File: config.mk
export PLATFORM = sky130hd
export DESIGN_NAME = mem_arbiter
export DESIGN_NICKNAME = d
export VERILOG_FILES = /design/src/rtl/mem_arbiter.sv
export SDC_FILE = /design/constraint.sdc
export NUM_CORES = 1
export LEC_CHECK = 0
export CAP_MARGIN = 20
export CORE_MARGIN = 1
export CORE_UTILIZATION = 39
export CTS_CLUSTER_SIZE = 8
export DETAILED_ROUTE_END_ITERATION = 12
export GPL_TIMING_DRIVEN = 0
export MAX_ROUTING_LAYER = met4
export PLACE_DENSITY_LB_ADDON = 0.08
export SLEW_MARGIN = 40
export SYNTH_ARGS = -nofsm -noshare
export SYNTH_HDL_FRONTEND = slang
export SYNTH_SLANG_ARGS = --single-unit
File: constraint.sdc
create_clock -name clk -period 2.45 [get_ports clk]
set_clock_uncertainty 0.2 [all_clocks]
set_input_delay 0.245 -clock clk [delete_from_list [all_inputs] [get_ports clk]]
set_output_delay 0.245 -clock clk [all_outputs]
set_load 0.005 [all_outputs]
File: src/rtl/mem_arbiter.sv
// rtl/mem_arbiter.sv - two-port round-robin arbiter in front of a single memory command port
module mem_arbiter #(
    parameter int ADDR_W  = 25,
    parameter int DATA_W  = 16,
    parameter int TIMEOUT = 255
) (
    input  logic              clk,
    input  logic              rst_n,

    input  logic              req0_valid,
    input  logic              req0_write,
    input  logic [ADDR_W-1:0] req0_addr,
    input  logic [DATA_W-1:0] req0_wdata,
    output logic              req0_done,

    input  logic              req1_valid,
    input  logic              req1_write,
    input  logic [ADDR_W-1:0] req1_addr,
    input  logic [DATA_W-1:0] req1_wdata,
    output logic              req1_done,

    output logic [DATA_W-1:0] rsp_rdata,
    output logic              rsp_err,

    output logic              mem_cmd_valid,
    output logic              mem_cmd_write,
    output logic [ADDR_W-1:0] mem_addr,
    output logic [DATA_W-1:0] mem_wdata,
    input  logic              mem_cmd_ready,
    input  logic              mem_rdata_valid,
    input  logic              mem_wack,
    input  logic [DATA_W-1:0] mem_rdata,

    output logic              grant,
    output logic              busy
);

    typedef enum logic [1:0] {
        S_IDLE  = 2'd0,
        S_ISSUE = 2'd1,
        S_WAIT  = 2'd2,
        S_DONE  = 2'd3
    } state_t;

    // Counter is 8 bits wide; the legal TIMEOUT range keeps it from wrapping.
    localparam logic [7:0] TIMEOUT_C = 8'(TIMEOUT);

    state_t            state_q, state_d;
    logic              grant_q, grant_d;
    logic              last_grant_q, last_grant_d;
    logic              cmd_write_q, cmd_write_d;
    logic [ADDR_W-1:0] addr_q, addr_d;
    logic [DATA_W-1:0] wdata_q, wdata_d;
    logic [7:0]        cnt_q, cnt_d;
    logic [DATA_W-1:0] rdata_q, rdata_d;
    logic              err_q, err_d;

    logic              winner;
    logic [7:0]        cnt_inc;
    logic              timeout_hit;
    logic              rsp_match;

    // Winner selection: a lone requester wins; on a tie the port that did not go last wins.
    always_comb begin
        if (req0_valid && req1_valid) begin
            winner = ~last_grant_q;
        end else begin
            winner = req1_valid;
        end
    end

    // Timeout detection and response qualification against the latched direction.
    always_comb begin
        cnt_inc     = cnt_q + 8'd1;
        timeout_hit = (cnt_inc >= TIMEOUT_C);
        rsp_match   = cmd_write_q ? mem_wack : mem_rdata_valid;
    end

    // Next-state logic for the transaction FSM and its latched fields.
    always_comb begin
        state_d      = state_q;
        grant_d      = grant_q;
        last_grant_d = last_grant_q;
        cmd_write_d  = cmd_write_q;
        addr_d       = addr_q;
        wdata_d      = wdata_q;
        cnt_d        = cnt_q;
        rdata_d      = rdata_q;
        err_d        = err_q;

        case (state_q)
            S_IDLE: begin
                if (req0_valid || req1_valid) begin
                    grant_d     = winner;
                    cmd_write_d = winner ? req1_write : req0_write;
                    addr_d      = winner ? req1_addr  : req0_addr;
                    wdata_d     = winner ? req1_wdata : req0_wdata;
                    cnt_d       = 8'd0;
                    state_d     = S_ISSUE;
                end
            end

            S_ISSUE: begin
                cnt_d = cnt_inc;
                if (timeout_hit) begin
                    err_d   = 1'b1;
                    rdata_d = '0;
                    state_d = S_DONE;
                end else if (mem_cmd_ready) begin
                    state_d = S_WAIT;
                end
            end

            S_WAIT: begin
                cnt_d = cnt_inc;
                // A real response arriving on the timeout cycle still counts as success.
                if (rsp_match) begin
                    err_d = 1'b0;
                    if (!cmd_write_q) begin
                        rdata_d = mem_rdata;
                    end
                    state_d = S_DONE;
                end else if (timeout_hit) begin
                    err_d   = 1'b1;
                    rdata_d = '0;
                    state_d = S_DONE;
                end
            end

            S_DONE: begin
                last_grant_d = grant_q;
                state_d      = S_IDLE;
            end

            default: begin
                state_d = S_IDLE;
            end
        endcase
    end

    // State and datapath registers with synchronous active-low reset.
    always_ff @(posedge clk) begin
        if (!rst_n) begin
            state_q      <= S_IDLE;
            grant_q      <= 1'b0;
            last_grant_q <= 1'b1;
            cmd_write_q  <= 1'b0;
            addr_q       <= '0;
            wdata_q      <= '0;
            cnt_q        <= 8'd0;
            rdata_q      <= '0;
            err_q        <= 1'b0;
        end else begin
            state_q      <= state_d;
            grant_q      <= grant_d;
            last_grant_q <= last_grant_d;
            cmd_write_q  <= cmd_write_d;
            addr_q       <= addr_d;
            wdata_q      <= wdata_d;
            cnt_q        <= cnt_d;
            rdata_q      <= rdata_d;
            err_q        <= err_d;
        end
    end

    // Output decode: strobes follow the registered state, fields come from the latches.
    always_comb begin
        mem_cmd_valid = (state_q == S_ISSUE);
        mem_cmd_write = cmd_write_q;
        mem_addr      = addr_q;
        mem_wdata     = wdata_q;
        req0_done     = (state_q == S_DONE) && !grant_q;
        req1_done     = (state_q == S_DONE) &&  grant_q;
        rsp_rdata     = rdata_q;
        rsp_err       = err_q;
        grant         = grant_q;
        busy          = (state_q != S_IDLE);
    end

endmodule

==> run metrics <==
status=finished clean; Final TNS setup=0 ns; CP Depth=4; maximum vdd drop=approximately 0.00041 V; Cell Count, Final, Fillers Out=630; post-route cell area=0.005278 sq mm; H-tree levels=3; CTS Buf Count=9; CP Capture Point=busy; Initial Util=0.4058; Site Rows=32; worst path bufs/invs=3; Sink Count=71; DIE AREA=0.008488 sq mm; Hold Crit Class=flip-flop to flip-flop; worst path arrival time=1.87 ns; cell area after synthesis=0.003168 sq mm; fin crit period=2.316 ns; most frequent cell on the critical path=inv_1; Antenna Violating Nets Remaining=0; Post-Synth Simple-Gate Area=0.1272; routed vias/inst=5.092; Worst setup SP type=flip-flop; met1 GRT Util=0.2661; Syn Inst Count=341; placed cell count=613; GRT Total Usage=0.2287; Clk pin slew, worst setup/hold paths=0.08 ns; RSZ-0062 raised after global routing=false; multiplexer share of the synthesized area=0.1390; post-synthesis register bit count=71; syn_nets=about 450; Congestion Overflow GR=0; nets=around 640; Synth-to-Final Area Change=66.59%; detailed placement HPWL=7078 um; Crit path max-delay family=buffers and inverters; die width=92.13 um; setup ws final=0.1340 ns; WP data required=2.01 ns; grt met2 use=0.3856; Setup CP Type=flip-flop to output pin; area share of fa/ha/maj cells after synthesis=0.02370; deepest clock path buffer count=2; share of post-route cells with drive strength above 1=0.07008; Syn Area/Cell=9.290 sq um; largest net degree at the start of global routing=14; Worst path max stage delay=between 0.5 and 0.6 ns; Critical Path Sink Type=output pin; layer with the highest usage=met2; GPL Wtd Cong=approximately 0.85; register area share after synthesis=0.4487; antenna cell count=0; FF-to-FF End=rsp_rdata[11]; I/O Buffers=170; Compound-Gate Fraction of Synth Area=0.2152; CP Cell Sequence=inv_1 -> ha_1 -> inv_1 -> clkdlybuf4s50_1; xor/xnor share of the synthesized area=0.005529; core area=0.007807 sq mm; Slowest-stage cell, CP=clkdlybuf4s50_1; Filler cells=651; WHS=~0.28 ns; dpl ws=-0.1246 ns; largest family of logic cells by synthesized area=compound AO/OA/AOI/OAI gates; TritonRoute pass-1 iters=4; Max-slew headroom=0.5642; # hold bufs at CTS=0; Residual DRC=0; P_leak=1.999 nW; endpoints failing setup=0; total power=4.715 mW; max cap viols=0; met3 usage=0.05473; WL per Instance=14.70 um; Final Slew Violations=0; synth warn=0; global-route wire length before repair=14730 um; via count=3208; TritonCTS clock tree=yes; Worst-Skew Late Latency=about 0.34 ns; Final period util=0.9453; Hold Fails Final Rpt=0; Critical Path Fanout Max=8; Ports=171; initial antenna violation count=0; vias in the first global route=around 3100; Fmax=431.8 MHz; Die Height=92.13 um; Crit. Startpoint=state_q[1]; Detailed Route WL=9260 um; Synth cell types=36; R2R setup slack=0.19 ns; Reg-to-Reg Start=cnt_q[2]; Worst Tran Pin Value=approximately 0.65 ns; root buffer selected by CTS=clkbuf_8; Core Util, Final=0.6760; DR iter-0 viols=73; placed instance area=0.004997 sq mm; Reg2Reg Depth=7; Power Density=893.4 mW/mm^2
==> power by group <==
part / switching (mW) / leakage [nW] / internal, mW / total (mW)
Combinational: 0.854 / 1.29 / 1.04 / 1.89
Sequential: 0.205 / 0.585 / 1.48 / 1.68
Clock: 0.463 / 0.120 / 0.680 / 1.14
==> cell families (layout without fill, tap and decap cells) <==
kind of cell               after synthesis  in the layout
buffers and inverters                   31            218
DFF                                     71             71
AOI/OAI and AO/OA                       95             95
adders and majority gates                6              6
and+or+nand+nor                         92             92
muxes                                   44             44
xor gates and xnor gates                 2              2
==> worst min-delay path by stage <==
stage                  startpoint       endpoint  slack, ns  cells after the start
detailed placement   last_grant_q   last_grant_q       0.26                      1
global route        mem_rdata[14]  rsp_rdata[14]       0.28                      2
floorplan           mem_rdata[10]  rsp_rdata[10]       0.17                      1
CTS                 mem_rdata[12]  rsp_rdata[12]       0.28                      2
finish               rsp_rdata[0]   rsp_rdata[0]       0.28                      1
global placement     last_grant_q   last_grant_q       0.25                      1
==> area by class of cell <==
cell class / count / area, sq um / area share
repair buffers: 171 / 1709 / 0.3239
multi-input cells: 239 / 1635 / 0.3099
flip-flops and latches: 71 / 1425 / 0.2700
well taps: 102 / 127.6 / 0.02418
clock buffers: 9 / 123.9 / 0.02347
clock inverters: 7 / 120.1 / 0.02276
plain buffers: 23 / 106.4 / 0.02015
inverters: 8 / 30.03 / 0.005690
==> cells in the mapped netlist (all sizes together) <==
cell,n,share of area
a211o,1,0.0028
a211oi,43,0.10
a21boi,3,0.0071
a21oi,13,0.021
a22o,16,0.044
a22oi,2,0.0047
a2bb2oi,1,0.0028
a311oi,1,0.0028
and2,3,0.0059
and2b,1,0.0024
and3,2,0.0039
buf,11,0.017
clkbuf,12,0.014
dfxtp,71,0.45
ha,6,0.024
inv,8,0.0095
mux2i,44,0.14
nand2,15,0.018
nand2b,2,0.0039
nand3,4,0.0079
nand4,1,0.0020
nor2,57,0.068
nor2b,2,0.0039
o21a,1,0.0028
o21ai,11,0.017
o221a,1,0.0036
o22ai,1,0.0020
o32ai,1,0.0028
or2b,1,0.0024
or3,4,0.0095
xor2,2,0.0055
==> flip-flops by register name, summed over array words and instances, names as in the netlist <==
name           count
mem_addr          25
grant              1
mem_cmd_write      1
last_grant_q       1
state_q            2
rsp_rdata         16
mem_wdata         16
cnt_q              8
rsp_err            1
==> timing repair <==
action	CTS	global route
resized for setup	5	8
cloned	0	0
endpoints found under the hold margin	0	0
pin swaps	1	0
buffers inserted	1	0
setup endpoints to repair	56	54
==> metal layers <==
layer	vias to the layer above	routed length (um)	share of wire
li1	1601	-	-
met2	107	4748	0.51
met5	-	0	0
met3	8	570	0.062
met4	0	95	0.010
met1	1492	3845	0.42
==> cell usage in the layout (no fill, tap or decap), types with 2 or more instances in the layout <==
cell type	count
a211oi_1	43
a21boi_0	3
a21oi_1	13
a22o_1	16
a22oi_1	2
and2_1	3
and3_1	2
buf_1	4
buf_2	5
bufinv_16	3
clkbuf_1	10
clkbuf_2	2
clkbuf_8	9
clkdlybuf4s50_1	170
dfxtp_1	68
dfxtp_2	3
ha_1	5
inv_1	7
mux2i_1	44
nand2_1	15
nand2b_1	2
nand3_1	3
nor2_1	55
nor2_2	2
nor2b_1	2
o21ai_0	11
or3_1	3
xor2_1	2
(Power assumes the default switching activity.)
